<file path="src/rtl/vec_out_pkg.sv">
// Shared definitions for the vector output serializer.
// - DEFAULT_DATA_WIDTH / DEFAULT_VECTOR_SIZE / DEFAULT_DEPTH: parameter defaults
// - lane_t : one lane of a vector result
// - vec_t  : a full vector, lane 0 in the least significant bits
// - state_t: serializer FSM states
package vec_out_pkg;

  localparam int DEFAULT_DATA_WIDTH  = 16;
  localparam int DEFAULT_VECTOR_SIZE = 6;
  localparam int DEFAULT_DEPTH       = 4;

  typedef logic [DEFAULT_DATA_WIDTH-1:0] lane_t;
  typedef lane_t [DEFAULT_VECTOR_SIZE-1:0] vec_t;

  typedef enum logic {
    IDLE = 1'b0,
    SEND = 1'b1
  } state_t;

endpackage

</file>
<file path="src/rtl/sync_fifo.sv">
// Synchronous FIFO holding whole vectors for the serializer.
// Ports:
//   clock, reset      - single clock, synchronous active-high reset
//   push, pop         - already-qualified write / free-head strobes
//   wrData            - entry written on push
//   rdData            - head entry, visible without a read strobe
//   full, empty, count- occupancy status (count is registered)
// The caller must not pop when empty nor push when full unless it also pops.
module sync_fifo #(
  parameter int WIDTH = 8,
  parameter int DEPTH = 4
) (
  input  logic                   clock,
  input  logic                   reset,
  input  logic                   push,
  input  logic                   pop,
  input  logic [WIDTH-1:0]       wrData,
  output logic [WIDTH-1:0]       rdData,
  output logic                   full,
  output logic                   empty,
  output logic [$clog2(DEPTH):0] count
);

  localparam int PTR_W = $clog2(DEPTH);
  localparam int CNT_W = PTR_W + 1;

  logic [WIDTH-1:0] mem [DEPTH];
  logic [PTR_W-1:0] wrPtrReg;
  logic [PTR_W-1:0] rdPtrReg;
  logic [CNT_W-1:0] countReg;

  // Storage is deliberately not reset; the pointers alone define validity.
  // When full, push+pop rewrites the slot being freed, which is safe because
  // the head moves on at the same edge.
  always_ff @(posedge clock) begin
    if (push) begin
      mem[wrPtrReg] <= wrData;
    end
  end

  // DEPTH is a power of two, so the pointers wrap naturally.
  always_ff @(posedge clock) begin
    if (reset) begin
      wrPtrReg <= '0;
      rdPtrReg <= '0;
      countReg <= '0;
    end else begin
      if (push) wrPtrReg <= wrPtrReg + 1'b1;
      if (pop)  rdPtrReg <= rdPtrReg + 1'b1;
      case ({push, pop})
        2'b10:   countReg <= countReg + 1'b1;
        2'b01:   countReg <= countReg - 1'b1;
        default: countReg <= countReg;
      endcase
    end
  end

  // Head is read asynchronously: the downstream lane mux must see the new
  // head in the very cycle after a pop to stream without a bubble.
  assign rdData = mem[rdPtrReg];
  assign count  = countReg;
  assign full   = (countReg == CNT_W'(DEPTH));
  assign empty  = (countReg == '0);

endmodule

</file>
<file path="src/rtl/vector_out_serializer.sv">
// Captures wide CPU writeback vectors into a FIFO and streams them out one
// lane per cycle with a valid/ready handshake.
// Ports:
//   clock, reset          - single clock, synchronous active-high reset
//   out, outFlag          - vector to capture and its capture strobe
//   laneData, laneValid   - current lane of the head vector (0 when not valid)
//   laneReady             - consumer accepts laneData this cycle
//   laneIndex, lastLane   - lane position, lastLane marks the final lane
//   count, full, empty    - FIFO occupancy including the vector being streamed
//   overflow              - sticky: a strobe arrived while full and not popping
// Assumes VECTOR_SIZE >= 2 and DEPTH a power of two >= 2.
module vector_out_serializer
  import vec_out_pkg::*;
#(
  parameter int DATA_WIDTH  = DEFAULT_DATA_WIDTH,
  parameter int VECTOR_SIZE = DEFAULT_VECTOR_SIZE,
  parameter int DEPTH       = DEFAULT_DEPTH
) (
  input  logic                            clock,
  input  logic                            reset,
  input  logic [DATA_WIDTH*VECTOR_SIZE-1:0] out,
  input  logic                            outFlag,
  output logic [DATA_WIDTH-1:0]           laneData,
  output logic                            laneValid,
  input  logic                            laneReady,
  output logic [$clog2(VECTOR_SIZE)-1:0]  laneIndex,
  output logic                            lastLane,
  output logic [$clog2(DEPTH):0]          count,
  output logic                            full,
  output logic                            empty,
  output logic                            overflow
);

  localparam int IDX_W = $clog2(VECTOR_SIZE);
  localparam int CNT_W = $clog2(DEPTH) + 1;
  localparam int VEC_W = DATA_WIDTH * VECTOR_SIZE;
  localparam logic [IDX_W-1:0] LAST_IDX = IDX_W'(VECTOR_SIZE - 1);

  state_t           stateReg;
  state_t           stateNext;
  logic [IDX_W-1:0] laneIndexReg;
  logic             overflowReg;
  logic             push;
  logic             pop;
  logic             transfer;
  logic [VEC_W-1:0] headVec;

  // Lane table padded to a power of two so every laneIndex value selects a
  // defined entry; the pad lanes are never reached in operation.
  logic [DATA_WIDTH-1:0] lanes [2**IDX_W];

  sync_fifo #(
    .WIDTH (VEC_W),
    .DEPTH (DEPTH)
  ) uFifo (
    .clock  (clock),
    .reset  (reset),
    .push   (push),
    .pop    (pop),
    .wrData (out),
    .rdData (headVec),
    .full   (full),
    .empty  (empty),
    .count  (count)
  );

  for (genvar gi = 0; gi < 2**IDX_W; gi++) begin : gLane
    if (gi < VECTOR_SIZE) begin : gReal
      assign lanes[gi] = headVec[gi*DATA_WIDTH +: DATA_WIDTH];
    end else begin : gPad
      assign lanes[gi] = '0;
    end
  end

  // Outputs derive only from registers, keeping outFlag/laneReady off the
  // laneValid/laneData paths.
  assign laneValid = (stateReg == SEND);
  assign laneIndex = laneIndexReg;
  assign lastLane  = laneValid && (laneIndexReg == LAST_IDX);
  assign laneData  = laneValid ? lanes[laneIndexReg] : '0;
  assign overflow  = overflowReg;

  assign transfer = laneValid && laneReady;
  assign pop      = transfer && lastLane;
  // A strobe while full is still taken if the head is freed this same edge.
  assign push     = outFlag && (!full || pop);

  always_comb begin
    stateNext = stateReg;
    case (stateReg)
      IDLE: if (push) stateNext = SEND;
      SEND: if (pop && !push && count == CNT_W'(1)) stateNext = IDLE;
      default: stateNext = IDLE;
    endcase
  end

  always_ff @(posedge clock) begin
    if (reset) begin
      stateReg     <= IDLE;
      laneIndexReg <= '0;
      overflowReg  <= 1'b0;
    end else begin
      stateReg <= stateNext;
      if (transfer) begin
        laneIndexReg <= lastLane ? '0 : laneIndexReg + 1'b1;
      end
      if (outFlag && !push) begin
        overflowReg <= 1'b1;
      end
    end
  end

endmodule

</file>
<file path="config.mk">
export PLATFORM = sky130hd
export DESIGN_NAME = vector_out_serializer
export DESIGN_NICKNAME = d
export VERILOG_FILES = /design/src/rtl/vec_out_pkg.sv /design/src/rtl/sync_fifo.sv /design/src/rtl/vector_out_serializer.sv
export SDC_FILE = /design/constraint.sdc
export NUM_CORES = 1
export LEC_CHECK = 0
export CORE_MARGIN = 5
export CORE_UTILIZATION = 52
export CTS_CLUSTER_SIZE = 30
export DETAILED_ROUTE_END_ITERATION = 8
export GPL_TIMING_DRIVEN = 0
export PLACE_DENSITY = 0.75
export SLEW_MARGIN = 20
export SYNTH_ARGS = -nofsm -noshare
export SYNTH_HDL_FRONTEND = slang
export SYNTH_SLANG_ARGS = --single-unit
</file>
<file path="constraint.sdc">
create_clock -name clock -period 4.2 [get_ports clock]
set_clock_uncertainty 0.15 [all_clocks]
set_input_delay 0.42 -clock clock [delete_from_list [all_inputs] [get_ports clock]]
set_output_delay 0.42 -clock clock [all_outputs]
set_load 0.02 [all_outputs]
</file>
### Yosys cells after proc, flatten, opt, wreduce, memory -nomap -nowiden

Memory sizes are Yosys's and may differ from the RTL's. A register that Yosys moved wholly into a read port is not among the register bits.
Cells that the tools add are included.

| word-level totals | value |
|---|---|
| register bits | 12 |
| bits in latches | 0 |
| RAM bits | 384 |
| ROM bits | 0 |
| input port bits | 100 |
| output and inout bits | 27 |
| logic and storage cells | 44 |
| memories | 1 |

| operators by class | value |
|---|---|
| $add $sub $neg | 5 |
| $mul | 0 |
| divide/modulo/power cells | 0 |
| magnitude comparators | 1 |
| equal/unequal tests | 5 |
| shift-type cells | 0 |
| multiplexer cells | 12 |
| bitwise gates (word level) | 2 |
| reduce and logical (&&, ||, !) cells | 12 |

Memories:

| memory | words | width | read ports | clocked after memory_dff | write ports | RTL line | RTL |
|---|---|---|---|---|---|---|---|
| uFifo.mem | 4 | 96 | 1 | 1 | 1 | sync_fifo.sv:27 | `logic [WIDTH-1:0] mem [DEPTH];` |

Operators by type and width:

| operator | number |
|---|---|
| binary-select mux 16 bit (select 3 bit) | 1 |
| two-way mux 16 bit | 3 |
| logical AND 1 bit | 7 |
| adder 3 x 1 -> 3 bit, second input constant | 2 |
| == test 3 bit, second input constant | 2 |
| one-hot mux 3 bit (2 select lines) | 1 |
| adder 2 x 1 -> 2 bit, second input constant | 2 |
| >= comparator 4 bit, second input constant | 1 |
| two-way mux 2 bit | 2 |
| NOT 3 -> 4 bit | 1 |
| == test 3 x 1 -> 1 bit, second input constant | 1 |
| logical NOT 3 bit | 1 |
| two-way mux 1 bit | 3 |
| two-way mux 3 bit | 1 |
| subtractor 3 x 1 -> 3 bit, second input constant | 1 |
| == test 2 x 1 -> 1 bit, second input constant | 1 |
| == test 2 bit, second input constant | 1 |
| logical NOT 1 bit | 2 |
| one-hot mux 1 bit (2 select lines) | 1 |
| nonzero test 2 bit | 1 |
| logical OR 1 bit | 1 |
| NOT 1 bit | 1 |

### Depth between registers and ports, before layout

| logic depth | value |
|---|---|
| word-level depth | 10 |
| gate-level depth with buffers | 11 |
| gate-level depth less buffers | 10 |

### Cells and area by module

From an unflattened synthesis, not the netlist that was laid out.

| second synthesis, totals | value |
|---|---|
| cells, all modules | 671 |
| area total of the unflattened synthesis | 15,336.0 µm² |

Modules (own cells, without submodules):

| module | instances | cells each | area an instance (µm²) | seq. area each (µm²) |
|---|---|---|---|---|
| sync_fifo | 1 | 549 | 14,292.5 | 11,711.2 |
| vector_out_serializer | 1 | 122 | 1,043.5 | 100.1 |

### Worst setup path after synthesis

Ideal clock, no wire load.

| path | value |
|---|---|
| path kind | reg-to-reg |
| start | reg laneIndexReg[0] (netlist: laneIndex[0]) |
| end | mem uFifo.mem[0][0] (netlist name), enable pin |
| library setup time | 466 ps |
| arrival time | 3,656 ps |
| required time | 3,584 ps |
| setup slack | -72 ps |
| stages on the path, launching flop included | 6 |
| path buffers | 1 |
| period minus slack after synthesis | 4,272 ps |
| path through | dfxtp_1 -> ha_1 -> and4_1 -> clkbuf_1 -> o21a_2 -> and2_1 |

| between the ends | value |
|---|---|
| longest elaborated chain between the ends | 7 |

RTL lines:

| element | RTL line | RTL |
|---|---|---|
| start, declared | vector_out_serializer.sv:41 | `logic [IDX_W-1:0] laneIndexReg;` |
| start signal, assigned | vector_out_serializer.sv:105 | `laneIndexReg <= lastLane ? '0 : laneIndexReg + 1'b1;` |
| == test 3 bit | vector_out_serializer.sv:79 | `assign lastLane = laneValid && (laneIndexReg == LAST_IDX);` |
| logical AND 1 bit | vector_out_serializer.sv:79 |  |
| logical AND 1 bit | vector_out_serializer.sv:84 | `assign pop = transfer && lastLane;` |
| via pop | vector_out_serializer.sv:44 | `logic pop;` |
| logical OR 1 bit | vector_out_serializer.sv:86 | `assign push = outFlag && (!full \|\| pop);` |
| logical AND 1 bit | vector_out_serializer.sv:86 |  |
| two-way mux 1 bit | sync_fifo.sv:36 | `if (push) begin` |
| two-way mux 1 bit (implied by the code) | sync_fifo.sv:37 | `mem[wrPtrReg] <= wrData;` |
| end, declared | sync_fifo.sv:27 |  |

The timed path passes the listed nets, and every way through them passes these cells.

### Final worst setup path

| path | value |
|---|---|
| start | reg laneIndexReg[0] (netlist: laneIndex[0]) |
| end | out laneData[4] |

| between the ends | value |
|---|---|
| longest elaborated chain between the ends | 5 |

RTL lines:

| element | RTL line | RTL |
|---|---|---|
| NOT 3 -> 4 bit (implied by the code) | vector_out_serializer.sv:80 | `assign laneData = laneValid ? lanes[laneIndexReg] : '0;` |
| binary-select mux 16 bit (select 3 bit) | vector_out_serializer.sv:80 |  |
| two-way mux 16 bit (implied by the code) (2 in series) | vector_out_serializer.sv:80 |  |
| two-way mux 16 bit | vector_out_serializer.sv:80 |  |
| end, declared | vector_out_serializer.sv:23 | `output logic [DATA_WIDTH-1:0] laneData,` |

No other way between the ends. The select of a mux whose other input is x is not followed.

==> qor.yml <==
yosys:
  synth_fa_ha_area_frac: 0.00969
  synth-simple-area-share: 0.0218
  post-synth-top-area-cell: "edfxtp_1"
  synth_area_mm2: 0.0155
  muxShareOfSynthArea: 0.143
  synth_top_family_by_area: "multiplexers"
  avgSynthCellArea_um2: 19.7
  yosysWarnings: 0
  synthDominantCellAreaShare: 0.744
  yosysSeqAreaShare: 0.762
  ys_seq_elements: 398
  synth.net_count: 899
  ys_types: 38
  netlist_top_cells_area: "edfxtp_1 (74%), mux2i_1 (7.4%), mux4_2 (7.0%)"
  synth_xor_xnor_area_share: 0.00226
  synth_compound_area_frac: 0.0407
  netlist_instances: 787
final_layout:
  layout_commonest_cell: "edfxtp_1"
  fin_cells: 1380
  drive_gt1_frac: 0.147
  area_delta_synth_final_pct: 20.4
  layout_common_cells: "edfxtp_1 (384), clkdlybuf4s50_1 (126), mux2i_1 (114)"
  design_area_mm2: 0.0187
  final_nets: 1075
setup_path:
  reg2reg_depth: 7
  r2r_slack_ps: 960
  worstPathMaxFanout: 10
  endpoint_kind: "primary output"
  startpoint_type: "register"
  r2r_start: "laneIndex[0]"
  critPathArrivalTime_ps: 3130
  worstPathRequired_ps: 3630
  worstSetupPathType: "reg -> out"
  reg2reg_to: "uFifo.mem[0][26]"
power_and_ir_drop:
  leakagePower_uw: 0.00583
  power.total_uw: 8470
  peakVddDrop_v: 0.000340
  powerDensity_mw_per_mm2: 454
floorplan:
  floorplan.die.height_um: 183
  start_util: 0.524
  rows: 63
  die_w_um: 183
  die_area_mm2: 0.0333
  io_pins: 127
  core_mm2: 0.0296
route:
  drc_errors: 0
  avgRoutedWirePerCell_um: 24.3
  drtIter0Drc: 764
  drt_first_pass_iters: 5
  drtAntennaViolNets: 0
  vias: 8018
  wl_um: 33500
  drt-vias-per-instance: 5.81
sta:
  maxSlewViolCount: 0
  clock.fmax_mhz: 271
  whs_ps: 332
  finalCritPeriodShare: 0.880
  relSlewSlack: 0.547
  setup_viol: 0
  final.min_clock_period_ps: 3700
  rsz0062_at_grt: "no"
  finalSetupTns_ps: 0
  hold_viol_final: 0
  worstMarginPinSlew_ps: 679
run:
  cap_violations: 0
clocking:
  postCtsSetupBuffers: 0
  insertion_delay_ps: 510
  path_clk_slew_ps: 60
  cts.path.max_buffers: 3
  cts_buffers: 40
  ctsHoldBuffers: 0
  htreeDepth: 2
  cts_tree: "built"
  cts_resized: 0
  clock-root-buffer: "clkbuf_16"
  cts_sinks: 398
placement:
  hpwl_um: 21500
  gp_congestion: 0.781
  io_buffers: 126
  post_dp_cell_area_mm2: 0.0174
  dp_cells: 1311
global_route:
  grt_max_degree: 48
  grt_pass1_wl_um: 50000
  gr-usage-all-layers: 0.199
  overflow: 0
  grt_pass1_vias: 8286
  antenna_found_initial: 4
run_status:
  status: "finished clean"
hold_path:
  hold_depth: 2
  worstHoldStart: "overflow"
  worstHoldPathType: "reg -> reg"
  worstHoldEndpoint: "overflow"
-- cell usage after synthesis, drive strengths merged --
library cell / count
a211oi: 3
a21oi: 21
a221oi: 17
a22oi: 15
and2: 5
and2b: 1
and3: 1
and4: 1
buf: 34
clkbuf: 7
dfxtp: 14
edfxtp: 384
ha: 12
inv: 8
mux2i: 114
mux4: 48
nand2: 20
nand3: 15
nand3b: 2
nand4b: 2
nor2: 15
nor2b: 4
nor3: 1
o211ai: 17
o21a: 1
o21ai: 19
or3: 1
or3b: 1
xnor2: 2
xor2: 2
-- worst max-delay path by stage --
stage | start | to | slack (ps)
floorplan | laneIndex[0] | uFifo.mem[0][0] | 990
global placement | laneReady | uFifo.mem[1][75] | -160
detailed placement | laneReady | uFifo.mem[0][25] | 850
CTS | laneIndex[0] | laneData[8] | 480
global route | laneValid | laneData[4] | 370
finish | laneIndex[0] | laneData[4] | 500
-- critical path, cell delays in order (launching register included) --
cell	delay, ps
dfxtp_1	510
buf_2	330
and2b_1	320
buf_2	250
nand2_1	80
nand3_1	170
o211ai_1	260
clkdlybuf4s50_1	680
-- registers in the layout (all words and copies together), names as in the netlist, named ones only --
| signal | cells |
|---|---|
| uFifo.count | 3 |
| laneIndex | 3 |
| uFifo.wrPtrReg | 2 |
| uFifo.rdPtrReg | 2 |
| laneValid | 1 |
| overflow | 1 |
| uFifo.mem | 384 |
-- through the flow --
step | utilization | worst slack [ps]
after floorplan | - | 995
final | 0.631 | 505
after global routing | 0.631 | 372
after global placement | 0.583 | -156
after CTS | 0.631 | 477
after detailed placement | 0.590 | 853
-- power by group --
part           internal (uW)  switching, uW
sequential              4560           44.2
combinational            234            307
clock                   1960           1370
-- cells by family after synthesis --
logic type / after synthesis
muxes: 162
and+or+nand+nor: 69
buffers and inverters: 49
AOI/OAI and AO/OA: 93
xor gates and xnor gates: 4
adders and majority gates: 12
DFF: 398
-- final cells by class --
type                    instances  area (um2)
inverters                       8        30.0
flip-flops and latches        398       11800
repair buffers                134        1440
multi-input cells             340        3390
diodes                          1        2.50
well taps                     390         488
clock buffers                  50        1060
clock inverters                18         154
fillers                      2028       10900
plain buffers                  41         277
-- metal layers --
metal / wire length [um] / track usage
met5: 28 / 0
met4: 953 / 0.0615
met3: 2150 / 0.0383
met2: 16600 / 0.325
met1: 13800 / 0.276
No activity file was read; power rests on OpenSTA's default activity.
